$ cat src/rtl/mapper_pkg.sv
// Shared types for the mapper memory responder.
// Holds the FSM state encoding and the open-bus/unmapped constants.
package mapper_pkg;

  typedef enum logic [1:0] {
    MR_IDLE,
    MR_REQ,
    MR_DONE
  } mem_resp_state_t;

  // Single fill bit, replicated to the address width where used.
  localparam logic       UNMAPPED_ADDR = '1;
  localparam logic [7:0] OPEN_BUS      = 8'hFF;

endpackage

$ cat src/rtl/mapper_mem_timeout.sv
// Abort counter for a pending memory request.
// Ports: clk, reset_n, clr, en in; expired out (cnt == TIMEOUT-1).
module mapper_mem_timeout #(
  parameter int TIMEOUT   = 255,
  parameter int TIMEOUT_W = 8
) (
  input  logic clk,
  input  logic reset_n,
  input  logic clr,
  input  logic en,
  output logic expired
);

  logic [TIMEOUT_W-1:0] cnt;

  always_ff @(posedge clk or negedge reset_n) begin
    if (!reset_n) begin
      cnt <= '0;
    end else if (clr) begin
      cnt <= '0;
    end else if (en) begin
      cnt <= cnt + 1'b1;
    end
  end

  assign expired = (cnt == TIMEOUT_W'(TIMEOUT - 1));

endmodule

$ cat src/rtl/mapper_mem_responder.sv
// Memory-side responder: turns one mapper request into a req/ack memory
// access. Ports: cpu_* / mapper side, mem_* arbiter side, timeout_err.
module mapper_mem_responder
  import mapper_pkg::*;
#(
  parameter int ADDR_W    = 27,
  parameter int DATA_W    = 8,
  parameter int TIMEOUT   = 255,
  parameter int TIMEOUT_W = 8
) (
  input  logic              clk,
  input  logic              reset_n,
  input  logic              cpu_req,
  input  logic              ram_cs,
  input  logic [ADDR_W-1:0] addr,
  input  logic              rnw,
  input  logic [DATA_W-1:0] wdata,
  output logic [DATA_W-1:0] cpu_rdata,
  output logic              cpu_wait,
  output logic              mem_req,
  output logic [ADDR_W-1:0] mem_addr,
  output logic              mem_we,
  output logic [DATA_W-1:0] mem_wdata,
  input  logic              mem_ack,
  input  logic [DATA_W-1:0] mem_rdata,
  output logic              timeout_err
);

  localparam logic [ADDR_W-1:0] UNMAPPED = {ADDR_W{UNMAPPED_ADDR}};
  localparam logic [DATA_W-1:0] OPEN     = DATA_W'(OPEN_BUS);

  mem_resp_state_t state;
  logic            hit;
  logic            expired;

  assign hit = cpu_req && ram_cs && (addr != UNMAPPED);

  // Stall starts in the request cycle itself, ends on entry to DONE.
  assign cpu_wait = (hit && state == MR_IDLE) || (state == MR_REQ);

  mapper_mem_timeout #(
    .TIMEOUT  (TIMEOUT),
    .TIMEOUT_W(TIMEOUT_W)
  ) u_timeout (
    .clk    (clk),
    .reset_n(reset_n),
    .clr    (state != MR_REQ),
    .en     (state == MR_REQ),
    .expired(expired)
  );

  always_ff @(posedge clk or negedge reset_n) begin
    if (!reset_n) begin
      state       <= MR_IDLE;
      mem_req     <= 1'b0;
      mem_we      <= 1'b0;
      mem_addr    <= '0;
      mem_wdata   <= '0;
      cpu_rdata   <= OPEN;
      timeout_err <= 1'b0;
    end else begin
      case (state)
        MR_IDLE: begin
          if (hit) begin
            mem_addr  <= addr;
            mem_we    <= !rnw;
            mem_wdata <= wdata;
            mem_req   <= 1'b1;
            state     <= MR_REQ;
          end else if (cpu_req && rnw) begin
            cpu_rdata <= OPEN;
          end
        end
        MR_REQ: begin
          // Ack wins over expiry when both land together.
          if (mem_ack) begin
            mem_req <= 1'b0;
            if (!mem_we) cpu_rdata <= mem_rdata;
            state <= MR_DONE;
          end else if (expired) begin
            mem_req     <= 1'b0;
            timeout_err <= 1'b1;
            if (!mem_we) cpu_rdata <= OPEN;
            state <= MR_DONE;
          end
        end
        MR_DONE: state <= MR_IDLE;
        default: state <= MR_IDLE;
      endcase
    end
  end

  a_no_req_busy: assert property (
    @(posedge clk) disable iff (!reset_n)
    !(cpu_req && state != MR_IDLE)
  );

endmodule

$ cat config.mk
export PLATFORM = sky130hd
export DESIGN_NAME = mapper_mem_responder
export DESIGN_NICKNAME = d
export VERILOG_FILES = /design/src/rtl/mapper_pkg.sv /design/src/rtl/mapper_mem_timeout.sv /design/src/rtl/mapper_mem_responder.sv
export SDC_FILE = /design/constraint.sdc
export NUM_CORES = 1
export LEC_CHECK = 0
export BUFFER_PORTS_ARGS = -buffer_cell sky130_fd_sc_hd__buf_2
export CORE_AREA = 8 8 84 86
export DETAILED_ROUTE_END_ITERATION = 16
export DIE_AREA = 0 0 92 94
export GPL_ROUTABILITY_DRIVEN = 1
export PLACE_DENSITY = 0.73
export SLEW_MARGIN = 20
export SYNTH_ARGS = -nofsm -noshare
export SYNTH_HDL_FRONTEND = slang
export SYNTH_SLANG_ARGS = --single-unit
$ cat constraint.sdc
create_clock -name clk -period 2.2 [get_ports clk]
set_clock_uncertainty 0.15 [all_clocks]
set_input_delay 0.44 -clock clk [delete_from_list [all_inputs] [get_ports clk]]
set_output_delay 0.44 -clock clk [all_outputs]
set_load 0.02 [all_outputs]
==> results of run 1 <==
## layout make-up
class                           count  area (um2)
Sequential cell                    56        1410
Fill cell                         515        2460
Multi-Input combinational cell    116         998
Timing Repair Buffer              111         663
Clock inverter                      2        35.0
Tap cell                           75        93.8
Clock buffer                        6        72.6
Inverter                            4        15.0
## routing by layer
| metal | track usage, % | vias up | part of all wire [%] |
|---|---|---|---|
| li1 | - | 875 | - |
| met1 | 16.4 | 879 | 42 |
| met2 | 22.9 | 69 | 48 |
| met3 | 6.16 | 2 | 8.9 |
| met4 | 3.49 | 0 | 0.32 |
| met5 | 0 | - | 0 |
## registers in the layout, summed over array words and instances (netlist names)
signal and count:
mem_addr 27, cpu_rdata 8, mem_wdata 8, u_timeout.cnt 8
state 2, mem_req 1, mem_we 1, timeout_err 1
## stage by stage
stage	TNS (ns)	util [%]	cell area [um2]	setup WS [ns]
detailed placement	-4.45	54.4	3130	-0.140
global placement	-2.47	54.4	3130	-0.104
finish	-0.0569	57.3	3290	-0.0569
CTS	-0.0528	57.3	3290	-0.0528
global route	-0.141	57.3	3290	-0.141
floorplan	0	-	2510	0.0441
## Yosys cell counts
cell / instances
dfrtp_1: 48
mux2_4: 29
nor2_1: 19
o21ai_0: 16
or4_1: 9
dfstp_2: 8
nand4_1: 7
mux2_2: 6
clkbuf_1: 5
xor2_1: 5
inv_1: 4
nand3_1: 4
buf_12: 3
a21oi_1: 2
and3_1: 2
ha_1: 2
a211oi_1: 1
a31o_2: 1
a31oi_1: 1
and4_1: 1
buf_6: 1
mux2i_1: 1
nand2_1: 1
nand2b_1: 1
nand4bb_1: 1
nor2b_1: 1
o2111a_1: 1
o211ai_1: 1
o21bai_1: 1
or2_1: 1
or3_1: 1
xnor2_1: 1
## power groups by stage
stage / sequential [mW] / clock [mW] / combinational, mW
after detailed placement: 1.45 / 0 / 1.09
after global placement: 1.44 / 0 / 1.07
final: 1.43 / 0.665 / 1.08
after global routing: 1.46 / 0.727 / 1.17
after floorplan: 1.72 / 0 / 0.401
after CTS: 1.43 / 0.680 / 1.10
## worst paths after layout
path	end	slack, ns
worst max-delay path	cpu_wait	-0.06
worst min register to register	timeout_err	0.34
min in group asynchronous	mem_addr[8]	0.50
max in group asynchronous	cpu_rdata[1]	1.10
worst max register to register	cpu_rdata[3]	0.21
worst min-delay path	mem_we	0.18
## kinds of logic after synthesis
kind of cell | synth area share, %
flip-flops | 56.2
AND/OR/NAND/NOR | 10.5
multiplexers | 20.4
AO/OA/AOI/OAI | 5.53
buffers and inverters | 4.19
XOR/XNOR | 2.09
adder cells (fa/ha/maj) | 0.997
## timing repair
item                                   in CTS  in global routing
gates cloned                                0                  0
pin swaps                                   5                  1
setup endpoints to repair                   1                  1
endpoints found under the hold margin      48                  0
hold buffers                                1                  0
resized for setup                           8                  0
## critical path, cell delays in order
cell and delay [ns]:
buf_6 0.07, nand4_1 0.11, or4_4 0.55, o211ai_1 0.22
a21oi_1 0.10, buf_4 0.17
==> summary.md, run 1 <==
| Metric | Value |
|---|---|
| Status | `finished, violations left` |
| Failing checks | `setup timing` |
| HP Start | `rnw` |
| Largest net degree at the start of global routing | `57` |
| H-tree Lvls | `2` |
| Port Buffers | `95` |
| DR iter-0 viols | `75` |
| Total wire length | `5870 um` |
| Syn_nets | `236` |
| Drt first pass iters | `4` |
| DPL Wire Length | `4570 um` |
| Gpl congestion | `0.834` |
| Placed Cells | `361` |
| Worst-margin pin slew | `0.545 ns` |
| Startpoint types | `input pin` |
| Max cap viols | `0` |
| PnR worst setup slack | `-0.0569 ns` |
| Clock transition at path regs | `0.10 ns` |
| Skew-Pair Late Insertion Delay | `0.31 ns` |
| Clock root buffer | `clkbuf_8` |
| Final setup viols | `1` |
| Detail Route Antenna Nets | `0` |
| R2r startpoint | `u_timeout.cnt[0]` |
| Initial antenna violation count | `0` |
| Crit Path Category | `in -> out` |
| Pint | `2.13 mW` |
| FP Rows | `28` |
| Sequential area share after synthesis | `56.2%` |
| Clock power share | `20.9%` |
| Switching share of power | `32.9%` |
| Chip Height | `94 um` |
| Sink Count | `56` |
| Worst path arrival time | `1.67 ns` |
| Die area | `0.00865 mm2` |
| Fin Hold WS | `0.177 ns` |
| CTS Buf Count | `5` |
| Core Box Area | `0.00575 mm2` |
| Worst min path class | `in -> reg` |
| Clock Tree Buf Depth | `2` |
| Commonest cells after routing, fill and taps aside | `88 x buf_2, 48 x dfrtp_1, 29 x mux2_4` |
| Fin. max-slew vios | `0` |
| Final worst path period share | `103%` |
| WL per Instance | `15.9 um` |
| Final nets | `345` |
| Post-Syn Area | `0.00251 mm2` |
| Net Sw Power | `1.05 mW` |
| Leak pwr | `1.59 nW` |
| Layout area overhead | `31.1%` |
| Crit Path Max Fanout | `2` |
| Worst rel slew slack | `63.5%` |
| DR vias | `1825` |
| Critical path startpoint | `addr[12]` |
| Unrepaired setup endpoints after global routing | `true` |
| Via/cell ratio | `4.93` |
| Layout cells sized above 1 | `55.3%` |
| Io pins | `96` |
| GRT Resource Usage Total | `14.0%` |
| N_diodes | `0` |
| Worst reg-to-reg path cell count | `7` |
| Synth cell types | `32` |
| Final Power | `3.18 mW` |
| Initial core utilization | `43.7%` |
| WHS Path Cells | `2` |
| Synth Instances | `185` |
| TritonCTS clock tree | `built` |
| Sequential power share | `45.0%` |
| Leading cell type in the layout, fill and taps excluded | `buf_2` |
| Final Hold Vio Count | `0` |
| Top cell type's share of synthesized area | `47.9%` |
| Leading area contributor after synthesis | `dfrtp_1` |
| Comb power frac | `34.1%` |
| First-pass GRT wire length | `9780 um` |
| DRC errors left | `0` |
| Crit end category | `primary output` |
| Synthesized area per cell | `13.6 um2` |
| Final cell count without fillers | `370` |
| Synth Register Bits | `56` |
| Minimum clock period after layout | `2.26 ns` |
| Synth area leaders | `dfrtp_1 48%, mux2_4 17%, dfstp_2 8.4%, o21ai_0 3.2%, nor2_1 2.8%` |
| Required time worst endpoint | `1.61 ns` |
| Vias in the first global route | `2033` |
| Ys Warns | `0` |
| Pwr dens | `965 mW/mm2` |
| Postcts setup bufs | `0` |
| Die width | `92 um` |
| Peak Freq | `443 MHz` |
| Maximum vdd drop | `0.520 mV` |
| Grt ovf | `0` |
Note: power is estimated with default switching activity, not from simulation.
==> run 2, diff against run 1 <==
Settings changed: REMOVE_ABC_BUFFERS set to 1.
==> run 2 against run 1 <==
Effect of this change: sequential share of layout area rose by 0.58 points; worst setup slack improved by 0.065 ns; largest cell class unchanged; register-to-register slack about the same; highest routed layer unchanged; the run now ends clean; global-route usage barely moved; largest power group unchanged; utilization is 0.76 points lower; clock power decreased by 17%.
==> summary.md, run 2 (synthesis gave the netlist of run 1 again) <==
| Metric | Value |
|---|---|
| Status | `completed` |
| Crit end category | `primary output` |
| Final Power | `3.06 mW (-3.6%)` |
| Setup slack at placement | `-0.174 ns (-0.0337 ns)` |
| Critical path's largest stage delay | `0.55 ns (about the same)` |
| Layout cells sized above 1 | `54.6% (-0.62 points)` |
| Die area | `0.00865 mm2 (unchanged)` |
| Clock root buffer | `clkbuf_8` |
| H-tree Lvls | `2 (unchanged)` |
| First-pass GRT wire length | `9830 um (+0.56%)` |
| N_diodes | `0 (unchanged)` |
| Storage cell area | `0.00141 mm2 (unchanged)` |
| Worst reg-to-reg path cell count | `7 (unchanged)` |
| DP Area | `0.00311 mm2 (-0.56%)` |
| Gpl congestion | `0.754 (-9.7%)` |
| Hold EP | `mem_we` |
| Required time worst endpoint | `1.61 ns (about the same)` |
| Final worst path period share | `99.6% (-3.0 points)` |
| Pwr dens | `944 mW/mm2 (-2.3%)` |
| Chip Height | `94 um (unchanged)` |
| WL met3 | `462 um (-11%)` |
| Port Buffers | `95 (unchanged)` |
| Worst path depth | `6 (unchanged)` |
| Largest net degree at the start of global routing | `34 (-40%)` |
| Leak pwr | `1.57 nW (-1.6%)` |
| Skew-Pair Late Insertion Delay | `0.30 ns (about the same)` |
| Initial antenna violation count | `0 (unchanged)` |
| WHS Path Cells | `2 (unchanged)` |
| Startpoint types | `input pin` |
| Fin. max-slew vios | `0 (unchanged)` |
| Met1 WL | `2690 um (+8.0%)` |
| Crit Path Max Fanout | `2 (unchanged)` |
| WL met2 | `2640 um (-6.8%)` |
| Vias in the first global route | `1985 (-2.4%)` |
| Core Box Area | `0.00575 mm2 (unchanged)` |
| Commonest cells after routing, fill and taps aside | `90 x buf_2, 48 x dfrtp_1, 29 x mux2_4` |
| Minimum clock period after layout | `2.19 ns (-0.0651 ns)` |
| Worst-margin pin slew | `0.575 ns (+0.0297 ns)` |
| Unrepaired setup endpoints after global routing | `true` |
| Maximum vdd drop | `0.416 mV (-20%)` |
| DRC errors left | `0 (unchanged)` |
| PnR worst setup slack | `0.00815 ns (+0.0651 ns)` |
| HP Start | `rnw` |
| Register bank with the most flops | `mem_addr` |
| Design area | `0.00325 mm2 (-1.3%)` |
| Die width | `92 um (unchanged)` |
| FP Rows | `28 (unchanged)` |
| Worst rel slew slack | `61.7% (-1.8 points)` |
| Via/cell ratio | `4.91 (-0.51%)` |
| Final nets | `342 (-0.87%)` |
| Worst r2r dst | `cpu_rdata[5]` |
| DR vias | `1796 (-1.6%)` |
| Fin Hold WS | `0.189 ns (+0.0117 ns)` |
| Post-route setup TNS | `0 ns (+0.0569 ns)` |
| Grt ovf | `0 (unchanged)` |
| Register-to-register setup slack | `0.21 ns (about the same)` |
| CP bufs+invs | `2 (unchanged)` |
| Crit Path Category | `in -> out` |
| Clock Tree Buf Depth | `2 (unchanged)` |
| Peak Freq | `456 MHz (+3.0%)` |
| DPL Wire Length | `4450 um (-2.6%)` |
| Kind of cell adding the most delay to the critical path | `simple AND/OR/NAND/NOR gates` |
| Io pins | `96 (unchanged)` |
| GRT Resource Usage Total | `14.0% (+0.029 points)` |
| Filler instances | `500 (-2.9%)` |
| Multi-input logic area | `998 um2 (unchanged)` |
| DR iter-0 viols | `41 (-45%)` |
| R2r startpoint | `u_timeout.cnt[0]` |
| Layout area overhead | `29.3%` |
| TritonCTS clock tree | `built` |
| Slowest CP cell | `or4_4` |
| Drt first pass iters | `3 (-1)` |
| Total wire length | `5870 um (about the same)` |
| Detail Route Antenna Nets | `0 (unchanged)` |
| Initial core utilization | `43.7% (unchanged)` |
| Final Hold Vio Count | `0 (unchanged)` |
| Leading cell type in the layout, fill and taps excluded | `buf_2` |
| Clock transition at path regs | `0.09 ns (about the same)` |
| Final setup viols | `0 (-1)` |
| Critical path startpoint | `addr[4]` |
| CP Cell Sequence | `buf_2, nand4_1, or4_4, o211ai_1, a21oi_1, buf_4` |
| Max cap viols | `0 (unchanged)` |
| Worst min path class | `in -> reg` |
| Sink Count | `56 (unchanged)` |
| Top sig layer | `met4` |
| CTS Buf Count | `5 (unchanged)` |
| WL per Instance | `16.0 um (+1.2%)` |
| Max reg flops | `27 (unchanged)` |
| Worst path arrival time | `1.60 ns (-0.07 ns)` |
[run 2: changes by cell type in the layout (fill, tap and decap cells not counted)]
| cell | delta |
|---|---|
| buf_6 | -2 |
| clkbuf_8 | +1 |
| clkinv_2 | -1 |
| clkbuf_1 | -1 |
| buf_4 | -4 |
| buf_2 | +2 |
| clkinv_1 | +1 |
| bufinv_16 | -1 |
| buf_12 | +1 |
[run 2: power by group]
part           switching [mW]  internal, mW  total (mW)
Clock                   0.306         0.246       0.552
Sequential              0.134          1.29        1.43
Combinational           0.587         0.497        1.08
[run 2: worst reg2reg max path, cell delays in order, from the launching register on]
cell,delay (ns)
dfrtp_1,0.44
inv_1,0.09
ha_1,0.14
and3_1,0.19
a211oi_1,0.08
buf_4,0.17
or4_1,0.49
o21ai_0,0.17
[run 2: how the worst max path moves through the flow]
| stage | endpoint |
|---|---|
| global route | cpu_wait |
| detailed placement | cpu_rdata[3] |
| finish | cpu_wait |
| global placement | mem_addr[10] |
| CTS | cpu_wait |
| floorplan | mem_addr[0] |
[run 2: area by class of cell]
type | instances | area share, %
Sequential cell | 56 | 43.5
Multi-Input combinational cell | 116 | 30.8
Timing Repair Buffer | 108 | 19.7
Tap cell | 75 | 2.89
Clock buffer | 6 | 2.54
Inverter | 4 | 0.463
Clock inverter | 1 | 0.116
[run 2: timing repair]
action / in CTS / in global routing
endpoints found under the setup margin: 1 / 1
gates resized for setup: 6 / 0
hold endpoints to repair: 15 / 0
setup buffers: 1 / 0
hold buffers: 1 / 0
pin swaps: 4 / 1
[run 2: routing by layer]
layer	GRT usage, %	vias up
li1	-	877
met5	0	-
met1	18.1	842
met2	21.5	71
met3	4.80	6
met4	4.43	0
[run 2: stage by stage]
step / std cells / util (%)
final: 366 / 56.5
after global placement: 357 / 54.1
after CTS: 366 / 56.5
after floorplan: 176 / -
after global routing: 366 / 56.5
after detailed placement: 357 / 54.1
